$ cat config.mk
export PLATFORM = sky130hd
export DESIGN_NAME = seg_scan_decoder
export DESIGN_NICKNAME = d
export VERILOG_FILES = /design/src/rtl/seg_scan_decoder.sv
export SDC_FILE = /design/constraint.sdc
export NUM_CORES = 1
export LEC_CHECK = 0
export BUFFER_PORTS_ARGS = -buffer_cell sky130_fd_sc_hd__buf_4
export CAP_MARGIN = 20
export CORE_ASPECT_RATIO = 1.5
export CORE_MARGIN = 1.5
export CORE_UTILIZATION = 51
export CTS_CLUSTER_DIAMETER = 120
export DETAILED_ROUTE_END_ITERATION = 12
export HOLD_SLACK_MARGIN = 0.03
export PLACE_DENSITY = 0.86
export SLEW_MARGIN = 20
export SYNTH_ARGS = -nofsm -noshare
export SYNTH_HDL_FRONTEND = slang
export SYNTH_SLANG_ARGS = --single-unit
$ cat constraint.sdc
create_clock -name clk -period 2.7 [get_ports clk]
set_input_delay 0.405 -clock clk [delete_from_list [all_inputs] [get_ports clk]]
set_output_delay 0.405 -clock clk [all_outputs]
set_load 0.05 [all_outputs]
$ cat src/rtl/seg_scan_decoder.sv
// Seven-segment scan decoder: watches a multiplexed LED display bus (AN/cathodes),
// captures each digit's segment byte once it has been stable long enough, and
// decodes it to a hex nibble. A frame pulse marks every digit refreshed.
// Optional build macro: SEG_DEC_SYNC_EN adds a 2-flop input synchronizer.
module seg_scan_decoder #(
    parameter int unsigned NUM_DIGITS     = 8,
    parameter int unsigned SETTLE_CYCLES  = 4,
    parameter int unsigned TIMEOUT_CYCLES = 200000
) (
    input  logic                    clk,
    input  logic                    rst,
    input  logic [NUM_DIGITS-1:0]   AN,
    input  logic                    CA,
    input  logic                    CB,
    input  logic                    CC,
    input  logic                    CD,
    input  logic                    CE,
    input  logic                    CF,
    input  logic                    CG,
    input  logic                    DP,
    output logic [NUM_DIGITS*8-1:0] digit_raw,
    output logic [NUM_DIGITS*4-1:0] digit_hex,
    output logic [NUM_DIGITS-1:0]   hex_valid,
    output logic                    frame_valid,
    output logic                    scan_active,
    output logic                    anode_err
);

    localparam int unsigned IdxW = (NUM_DIGITS > 1) ? $clog2(NUM_DIGITS) : 1;
    localparam int unsigned TmoW = $clog2(TIMEOUT_CYCLES + 1);
    localparam logic [TmoW-1:0] TmoMax = TmoW'(TIMEOUT_CYCLES);

    typedef enum logic [1:0] {StBlank, StSettle, StHold} state_e;

    // Segment byte -> {valid, nibble}; DP is not part of the pattern.
    function automatic logic [4:0] hex_decode(input logic [6:0] seg);
        logic [4:0] r;
        case (seg)
            7'h40:   r = {1'b1, 4'h0};
            7'h79:   r = {1'b1, 4'h1};
            7'h24:   r = {1'b1, 4'h2};
            7'h30:   r = {1'b1, 4'h3};
            7'h19:   r = {1'b1, 4'h4};
            7'h12:   r = {1'b1, 4'h5};
            7'h02:   r = {1'b1, 4'h6};
            7'h78:   r = {1'b1, 4'h7};
            7'h00:   r = {1'b1, 4'h8};
            7'h10:   r = {1'b1, 4'h9};
            7'h08:   r = {1'b1, 4'hA};
            7'h03:   r = {1'b1, 4'hB};
            7'h46:   r = {1'b1, 4'hC};
            7'h21:   r = {1'b1, 4'hD};
            7'h06:   r = {1'b1, 4'hE};
            7'h0E:   r = {1'b1, 4'hF};
            default: r = 5'b0_0000;
        endcase
        return r;
    endfunction

    logic [7:0]            cat_raw;
    logic [NUM_DIGITS-1:0] an_s;
    logic [7:0]            cat_s;

    assign cat_raw = {DP, CG, CF, CE, CD, CC, CB, CA};

`ifdef SEG_DEC_SYNC_EN
    logic [NUM_DIGITS-1:0] an_meta_q, an_sync_q;
    logic [7:0]            cat_meta_q, cat_sync_q;

    // Two-flop synchronizer; idles at all ones so reset looks like a blank bus.
    always_ff @(posedge clk) begin
        if (rst) begin
            an_meta_q  <= '1;
            an_sync_q  <= '1;
            cat_meta_q <= '1;
            cat_sync_q <= '1;
        end else begin
            an_meta_q  <= AN;
            an_sync_q  <= an_meta_q;
            cat_meta_q <= cat_raw;
            cat_sync_q <= cat_meta_q;
        end
    end

    assign an_s  = an_sync_q;
    assign cat_s = cat_sync_q;
`else
    assign an_s  = AN;
    assign cat_s = cat_raw;
`endif

    // Anode classification: idle / exactly one low / several low.
    logic [NUM_DIGITS-1:0] an_low;
    logic                  is_one;
    logic                  is_multi;
    logic [IdxW-1:0]       one_idx;

    assign an_low = ~an_s;

    // Power-of-two test on the low bits, plus the low bit's index.
    always_comb begin
        is_one   = (an_low != '0) && ((an_low & (an_low - NUM_DIGITS'(1))) == '0);
        is_multi = (an_low != '0) && !is_one;
        one_idx  = '0;
        for (int i = 0; i < NUM_DIGITS; i++) begin
            if (an_low[i]) one_idx = IdxW'(i);
        end
    end

    state_e          state_q, state_d;
    logic [IdxW-1:0] cur_idx_q, cur_idx_d;
    logic [7:0]      settle_cnt_q, settle_cnt_d;
    logic [7:0]      ref_byte_q, ref_byte_d;

    logic            cap;
    logic [IdxW-1:0] cap_idx;
    logic [7:0]      cap_byte;
    logic            start;

    // Capture FSM next state; a fresh anode (re)starts the settle window.
    always_comb begin
        state_d      = state_q;
        cur_idx_d    = cur_idx_q;
        settle_cnt_d = settle_cnt_q;
        ref_byte_d   = ref_byte_q;
        cap          = 1'b0;
        cap_idx      = cur_idx_q;
        cap_byte     = ref_byte_q;
        start        = 1'b0;

        if (!is_one) begin
            state_d      = StBlank;
            settle_cnt_d = '0;
        end else begin
            case (state_q)
                StBlank: start = 1'b1;
                StSettle: begin
                    if (one_idx == cur_idx_q && cat_s == ref_byte_q) begin
                        if (int'(settle_cnt_q) + 1 >= int'(SETTLE_CYCLES)) begin
                            cap          = 1'b1;
                            state_d      = StHold;
                            settle_cnt_d = '0;
                        end else begin
                            settle_cnt_d = settle_cnt_q + 8'd1;
                        end
                    end else begin
                        start = 1'b1;
                    end
                end
                StHold: begin
                    // Cathode changes under the held anode are ignored.
                    if (one_idx != cur_idx_q) start = 1'b1;
                end
                default: state_d = StBlank;
            endcase

            if (start) begin
                state_d      = StSettle;
                cur_idx_d    = one_idx;
                ref_byte_d   = cat_s;
                settle_cnt_d = 8'd1;
                cap_idx      = one_idx;
                cap_byte     = cat_s;
                // A one-cycle settle window captures on the first sighting.
                if (SETTLE_CYCLES <= 1) begin
                    cap          = 1'b1;
                    state_d      = StHold;
                    settle_cnt_d = '0;
                end
            end
        end
    end

    // FSM state registers.
    always_ff @(posedge clk) begin
        if (rst) begin
            state_q      <= StBlank;
            cur_idx_q    <= '0;
            settle_cnt_q <= '0;
            ref_byte_q   <= '0;
        end else begin
            state_q      <= state_d;
            cur_idx_q    <= cur_idx_d;
            settle_cnt_q <= settle_cnt_d;
            ref_byte_q   <= ref_byte_d;
        end
    end

    logic [NUM_DIGITS*8-1:0] digit_raw_q, digit_raw_d;
    logic [NUM_DIGITS*4-1:0] digit_hex_q, digit_hex_d;
    logic [NUM_DIGITS-1:0]   hex_valid_q, hex_valid_d;
    logic [NUM_DIGITS-1:0]   seen_q, seen_d;
    logic                    frame_valid_q, frame_valid_d;
    logic [TmoW-1:0]         tmo_q, tmo_d;
    logic                    any_cap_q, any_cap_d;
    logic                    anode_err_q, anode_err_d;
    logic [4:0]              dec;

    assign dec = hex_decode(cap_byte[6:0]);

    // Digit storage, frame tracking, timeout and error next state.
    always_comb begin
        digit_raw_d = digit_raw_q;
        digit_hex_d = digit_hex_q;
        hex_valid_d = hex_valid_q;
        // A full seen vector is consumed by this cycle's frame pulse.
        seen_d      = (&seen_q) ? '0 : seen_q;
        for (int i = 0; i < NUM_DIGITS; i++) begin
            if (cap && cap_idx == IdxW'(i)) begin
                digit_raw_d[i*8 +: 8] = cap_byte;
                digit_hex_d[i*4 +: 4] = dec[3:0];
                hex_valid_d[i]        = dec[4];
                seen_d[i]             = 1'b1;
            end
        end
        frame_valid_d = &seen_q;
        if (cap) begin
            tmo_d = '0;
        end else if (tmo_q >= TmoMax) begin
            tmo_d = TmoMax;
        end else begin
            tmo_d = tmo_q + TmoW'(1);
        end
        any_cap_d   = any_cap_q | cap;
        anode_err_d = anode_err_q | is_multi;
    end

    // Output-side registers.
    always_ff @(posedge clk) begin
        if (rst) begin
            digit_raw_q   <= '1;
            digit_hex_q   <= '0;
            hex_valid_q   <= '0;
            seen_q        <= '0;
            frame_valid_q <= 1'b0;
            tmo_q         <= '0;
            any_cap_q     <= 1'b0;
            anode_err_q   <= 1'b0;
        end else begin
            digit_raw_q   <= digit_raw_d;
            digit_hex_q   <= digit_hex_d;
            hex_valid_q   <= hex_valid_d;
            seen_q        <= seen_d;
            frame_valid_q <= frame_valid_d;
            tmo_q         <= tmo_d;
            any_cap_q     <= any_cap_d;
            anode_err_q   <= anode_err_d;
        end
    end

    assign digit_raw   = digit_raw_q;
    assign digit_hex   = digit_hex_q;
    assign hex_valid   = hex_valid_q;
    assign frame_valid = frame_valid_q;
    assign scan_active = any_cap_q && (tmo_q < TmoMax);
    assign anode_err   = anode_err_q;

endmodule
; Word-level counts from Yosys, hierarchy flattened
; Index checks and enable logic that the tools add are counted.
[totals]
reg_bits = 154
inputBits = 18
out_inout_bits = 107
[op_classes]
add_sub_neg = 4
magnitude_cmp = 3
eq_ne = 32
n_mux = 38
bitwise = 6
n_reduce_logical = 38
[op_table]
columns = op, count
row1 = 5-bit one-hot mux with 16 select lines, 1
row2 = 8-bit two-way mux, 4
row3 = "7-bit equality test, second input constant", 4
row4 = 3-bit two-way mux, 8
row5 = "7-bit by 5-bit equality test with 1-bit output, second input constant", 3
row6 = "7-bit by 6-bit equality test with 1-bit output, second input constant", 3
row7 = 1-bit two-way mux, 20
row8 = 2-bit nonzero test, 10
row9 = "18-bit by 1-bit adder with 18-bit output, second input constant", 1
row10 = "18-bit greater-or-equal comparator, second input constant", 1
row11 = "18-bit < comparator, second input constant", 1
row12 = 18-bit two-way mux, 1
row13 = "7-bit by 2-bit equality test with 1-bit output, second input constant", 2
row14 = "7-bit by 4-bit equality test with 1-bit output, second input constant", 2
row15 = "3-bit equality test, second input constant", 4
row16 = 1-bit logical AND, 12
row17 = "8-bit by 1-bit adder with 9-bit output, second input constant", 1
row18 = "9-bit by 3-bit greater-or-equal comparator with 1-bit output, second input constant", 1
row19 = "8-bit by 1-bit adder with 8-bit output, second input constant", 1
row20 = 8-bit AND, 1
row21 = 8-bit equality test, 1
row22 = 8-bit logical NOT, 1
row23 = 8-bit inverter, 1
row24 = 8-bit AND reduction, 1
row25 = 25 further kinds, 36

; Logic depth before layout (Yosys ltp)
[depth]
word_depth = 18
depth_mapped = 12

; Worst setup path after synthesis
; No wires, ideal clock.
[synth_timing]
kind = input -> register
start = in AN[7]
end = reg digit_hex_q[23], in the netlist digit_hex[23]
setup_ps = 75
arrival_time_ps = 2804
path_slack_ps = -179
cell_stages = 12
n_path_buf = 4
cell_sequence = clkbuf_1 -> nand2_1 -> o31ai_1 -> nor4_1 -> or3_1 -> clkbuf_2 -> a311oi_2 -> buf_4 -> nor4b_1 -> o21ai_2 -> buf_6 -> mux2i_1
[synth_via]
elab_chain_len = 11
[synth_lines]
columns = element, line
row1 = from (decl), 12  ; input logic [NUM_DIGITS-1:0] AN,
row2 = 8-bit inverter *, 98  ; assign an_low = ~an_s;
row3 = "parallel branches: the longest is 10 deep, another holds 8-bit by 1-bit subtractor with 8-bit output", --
row4 = to (signal assigned), 241  ; digit_hex_q <= digit_hex_d;
row5 = to (decl), 190  ; logic [NUM_DIGITS*4-1:0] digit_hex_q, digit_hex_d;
; Every way passes the cells marked *. The select of a mux whose other input is x is not followed.
; A chain may end at the register's enable or synchronous reset.

; Final worst setup path
[layout_timing]
start = in AN[3]
end = reg digit_raw_q[14], in the netlist digit_raw[14]
[layout_via]
elab_chain_len = 15
[layout_lines]
columns = element, line
row1 = 8-bit inverter *, 98
row2 = 3-bit two-way mux (5 in a row), 106  ; if (an_low[i]) one_idx = IdxW'(i);
row3 = 3-bit equality test, 138  ; if (one_idx == cur_idx_q && cat_s == ref_byte_q) begin
row4 = 1-bit logical AND, 138
row5 = 1-bit two-way mux, 138
row6 = 1-bit one-hot mux with 3 select lines, 135  ; case (state_q)
row7 = 1-bit two-way mux, 131  ; if (!is_one) begin
row8 = 3-bit two-way mux, --
row9 = 3-bit two-way mux, 131
row10 = 3-bit by 1-bit equality test with 1-bit output, 209  ; if (cap && cap_idx == IdxW'(i)) begin
row11 = 1-bit logical AND, 209
row12 = to (signal assigned), 240  ; digit_raw_q <= digit_raw_d;
row13 = to (decl), 189  ; logic [NUM_DIGITS*8-1:0] digit_raw_q, digit_raw_d;
; Mark *: on every way between the ends. The rest lies on a longest branch, timed or not. The select of a mux whose other input is x is not followed.

==> results.json <==
{
  "fmax_mhz": 380.3,
  "min_path_cells": 3,
  "insertedDiodeCount": 0,
  "yosysTopAreaCell": "dfxtp_1",
  "worst_pin_slew_ns": 0.6868,
  "drtIter0Drc": 505,
  "ys_async_sr_fraction_pct": 0,
  "r2r_slack_ns": 0.09,
  "via_per_inst": 5.794,
  "gp_congestion": 0.9013,
  "violations": "design-rule violations",
  "synth_fp_nets": 800,
  "drive_above_1_share_pct": 27.70,
  "synth_area_um2": 7022,
  "overflow": 0,
  "endpoint_kind": "flop",
  "synth_top_area_share_pct": 43.91,
  "antenna_found_initial": 0,
  "multi_input_area_um2": 3692,
  "wl_per_cell_um": 18.68,
  "p_leak_nw": 4.329,
  "drc": 1,
  "hpwl_um": 13640,
  "grt_pass1_vias": 6621,
  "reg2reg_from": "ref_byte_q[5]$_SDFF_PP0_",
  "syn2layout_area_growth_pct": 32.34,
  "clk_path_buf_depth": 2,
  "path_clk_slew_ns": 0.07,
  "finalPower_w": 0.005364,
  "yosysWarnings": 0,
  "io_pins": 125,
  "final-seq-area_um2": 3083,
  "yosysSeqAreaShare_pct": 43.91,
  "htreeDepth": 4,
  "maxSlewViolCount": 0,
  "ys_types": 64,
  "final_hold_viol_count": 0,
  "vdd_ir_drop_max_uv": 441.5,
  "cts_tree": "done",
  "synth_edf_count": 0,
  "max-cap-violations": 0,
  "cp-startpoint": "AN[3]",
  "setup-violations-final": 0,
  "postRouteAntennaNets": 0,
  "die_y_um": 146.7,
  "coreArea_um2": 13470,
  "start_util_pct": 52.14,
  "post-place-ws_ns": -0.2764,
  "outcome": "complete, but fails checks",
  "skew_ns": 0.01426,
  "numPortBuffers": 124,
  "rows": 52,
  "grtUsageTotal_pct": 28.89,
  "rr_worst_depth": 9,
  "postSynthCellCount": 778,
  "dr_total_vias": 6460,
  "dieWidth_um": 98.81,
  "worstSkewPairLatency_ns": 0.44,
  "startpoint_type": "input port",
  "critPathKind": "input port to flop",
  "cts_hold_buf": 0,
  "dr.pass1.iters": 10,
  "fillers": 898,
  "cp_data_arrival_time_ns": 2.96,
  "synth-seq-cells": 154,
  "min_period_ns": 2.630,
  "slew_headroom_pct": 53.03,
  "syn_area_per_cell_um2": 9.025,
  "powerDensity_nw_per_um2": 577.2,
  "die-area_um2": 14500,
  "yosys-top-cells-area": "dfxtp_1 (44%), mux2i_1 (15%), nor2_1 (5.9%), nand2_1 (4.2%), a21oi_1 (2.9%)",
  "timing.rr.end": "digit_raw[14]$_SDFFE_PP1P_",
  "nets": 962,
  "grt_max_degree": 48,
  "wl_um": 20830,
  "hold_class": "input port to flop",
  "worst_slack_ns": 0.07035,
  "grt_pass1_wl_um": 33030,
  "fin_crit_sh_pct": 97.39,
  "hold_end": "ref_byte_q[7]$_SDFF_PP0_",
  "worstPathRequired_ns": 3.03,
  "worst_hold_startpoint": "DP",
  "synthFlopType": "dfxtp_1",
  "numCtsBuffers": 17,
  "clock-sinks": 154,
  "path_max_fanout": 10,
  "clockRootBuffer": "clkbuf_16"
}
[cell usage in the layout, fill, tap and decap left out, types with 3 or more instances in the layout]
cell type  netlist  routed
ha_1             4       4
nand2b_1         8       8
buf_12           0      11
a211o_1          3       3
bufinv_16        0       3
nor4b_1          5       3
clkbuf_16        0      17
inv_6            0       4
nand3_1         21      21
a211oi_1         4       4
buf_4            2     190
xor2_1           9       9
nor2b_1          4       4
nor3_1          12      11
or3_1            9       9
nor2_1         110     110
nand4_1          6       6
a21oi_1         41      41
nor4b_2          1       3
inv_1           10      10
and3_1          12      12
o21ai_0         16      16
a21o_1           3       3
nor4_1           8       8
mux2i_1        106     106
and4_1           3       3
inv_8            0       3
and2_1           9       9
a31oi_1          8       8
xnor2_1         17      17
o32ai_1          3       3
dfxtp_1        154     154
nand3b_1         4       4
o21ai_2          8       7
nand2_1         79      78
a211oi_4         0       3
[cell usage after synthesis, types with 8 or more instances]
cell / instances
a21oi_1: 41
buf_6: 8
clkbuf_1: 34
o21ai_0: 16
and3_1: 12
o21ai_2: 8
nor2_1: 110
nand3_1: 21
and2_1: 9
nor3_1: 12
or3_1: 9
nand2_1: 79
xnor2_1: 17
dfxtp_1: 154
inv_1: 10
nor4_1: 8
xor2_1: 9
nand2b_1: 8
mux2i_1: 106
a31oi_1: 8
[power breakdown]
part	total, W	switching [W]	internal (W)	leakage, nW
Clock	0.00259	0.00109	0.00149	0.307
Sequential	0.00231	0.0000193	0.00229	1.25
Combinational	0.000472	0.000283	0.000189	2.78
Total	0.00536	0.00139	0.00397	4.33
[worst max path at each step]
| stage | endpoint | slack [ns] | depth (start not counted) |
|---|---|---|---|
| 6_report | digit_raw[14]$_SDFFE_PP1P_ | 0.07 | 10 |
| 5_1_grt | digit_hex[1]$_SDFFE_PP0P_ | -0.01 | 10 |
| 4_1_cts | hex_valid[2]$_SDFFE_PP0P_ | 0.06 | 10 |
| 3_5_place_dp | hex_valid[1]$_SDFFE_PP0P_ | -0.28 | 10 |
| 3_3_place_gp | hex_valid[1]$_SDFFE_PP0P_ | -0.18 | 10 |
| 2_1_floorplan | digit_hex[23]$_SDFFE_PP0P_ | -0.00008 | 11 |
[critical path, stage by stage]
cell and delay [ns]:
buf_4 0.12, nand4_4 0.13, nor4b_2 0.29, nor4_1 0.08, or3_1 0.50, a311o_1 0.46
a21oi_1 0.35, o21ai_2 0.18, buf_12 0.19, mux2i_1 0.25
[cell type report]
type	count	area share, %
clock buffers	17	4.578
clock inverters	15	2.208
inverters	10	0.4039
well taps	162	2.181
flip-flops and latches	154	33.18
repair buffers	201	17.72
multi-input cells	556	39.73
[state kept, by name (all words and copies together) (netlist names), 2 cells and up]
register / count
digit_hex: 32
cur_idx_q: 3
hex_valid: 8
ref_byte_q: 8
seen_q: 8
tmo_q: 18
digit_raw: 64
state_q: 2
settle_cnt_q: 8
[cells by family after synthesis]
group	count (synthesis)	share of synthesized area [%]
muxes	107	15.27
and+or+nand+nor	303	20.72
adders and majority gates	5	0.8553
DFF	154	43.91
buffers and inverters	68	4.740
xor gates and xnor gates	26	3.243
AOI/OAI and AO/OA	115	11.26
[through the flow]
step / cell area [um^2] / hold slack [ns] / cells / setup TNS [ns] / util (%)
2_1_floorplan: 7121 / 0.4285 / 778 / -0.00008327 / -
3_3_place_gp: 8618 / 0.4429 / 1081 / -13.07 / 63.99
3_5_place_dp: 8618 / 0.4449 / 1081 / -19.55 / 63.99
6_report: 9293 / 0.3214 / 1115 / 0 / 69.00
5_1_grt: 9293 / 0.3477 / 1115 / -0.01306 / 69.00
4_1_cts: 9255 / 0.3208 / 1113 / 0 / 68.72
[timing repair]
| item | in CTS | in global routing |
|---|---|---|
| resized for setup | 1 | 2 |
| endpoints found under the setup margin | 1 | 9 |
| setup buffers | 0 | 2 |
| pin swaps | 0 | 1 |
[routing by layer]
metal | global-route usage (%) | routed length (um) | up-vias
met5 | 0 | 0 | -
met4 | 18.07 | 1004 | 0
met3 | 5.423 | 1010 | 71
li1 | - | - | 3035
met2 | 53.24 | 11240 | 253
met1 | 29.53 | 7570 | 3101
No activity file was read; power rests on OpenSTA's default activity.
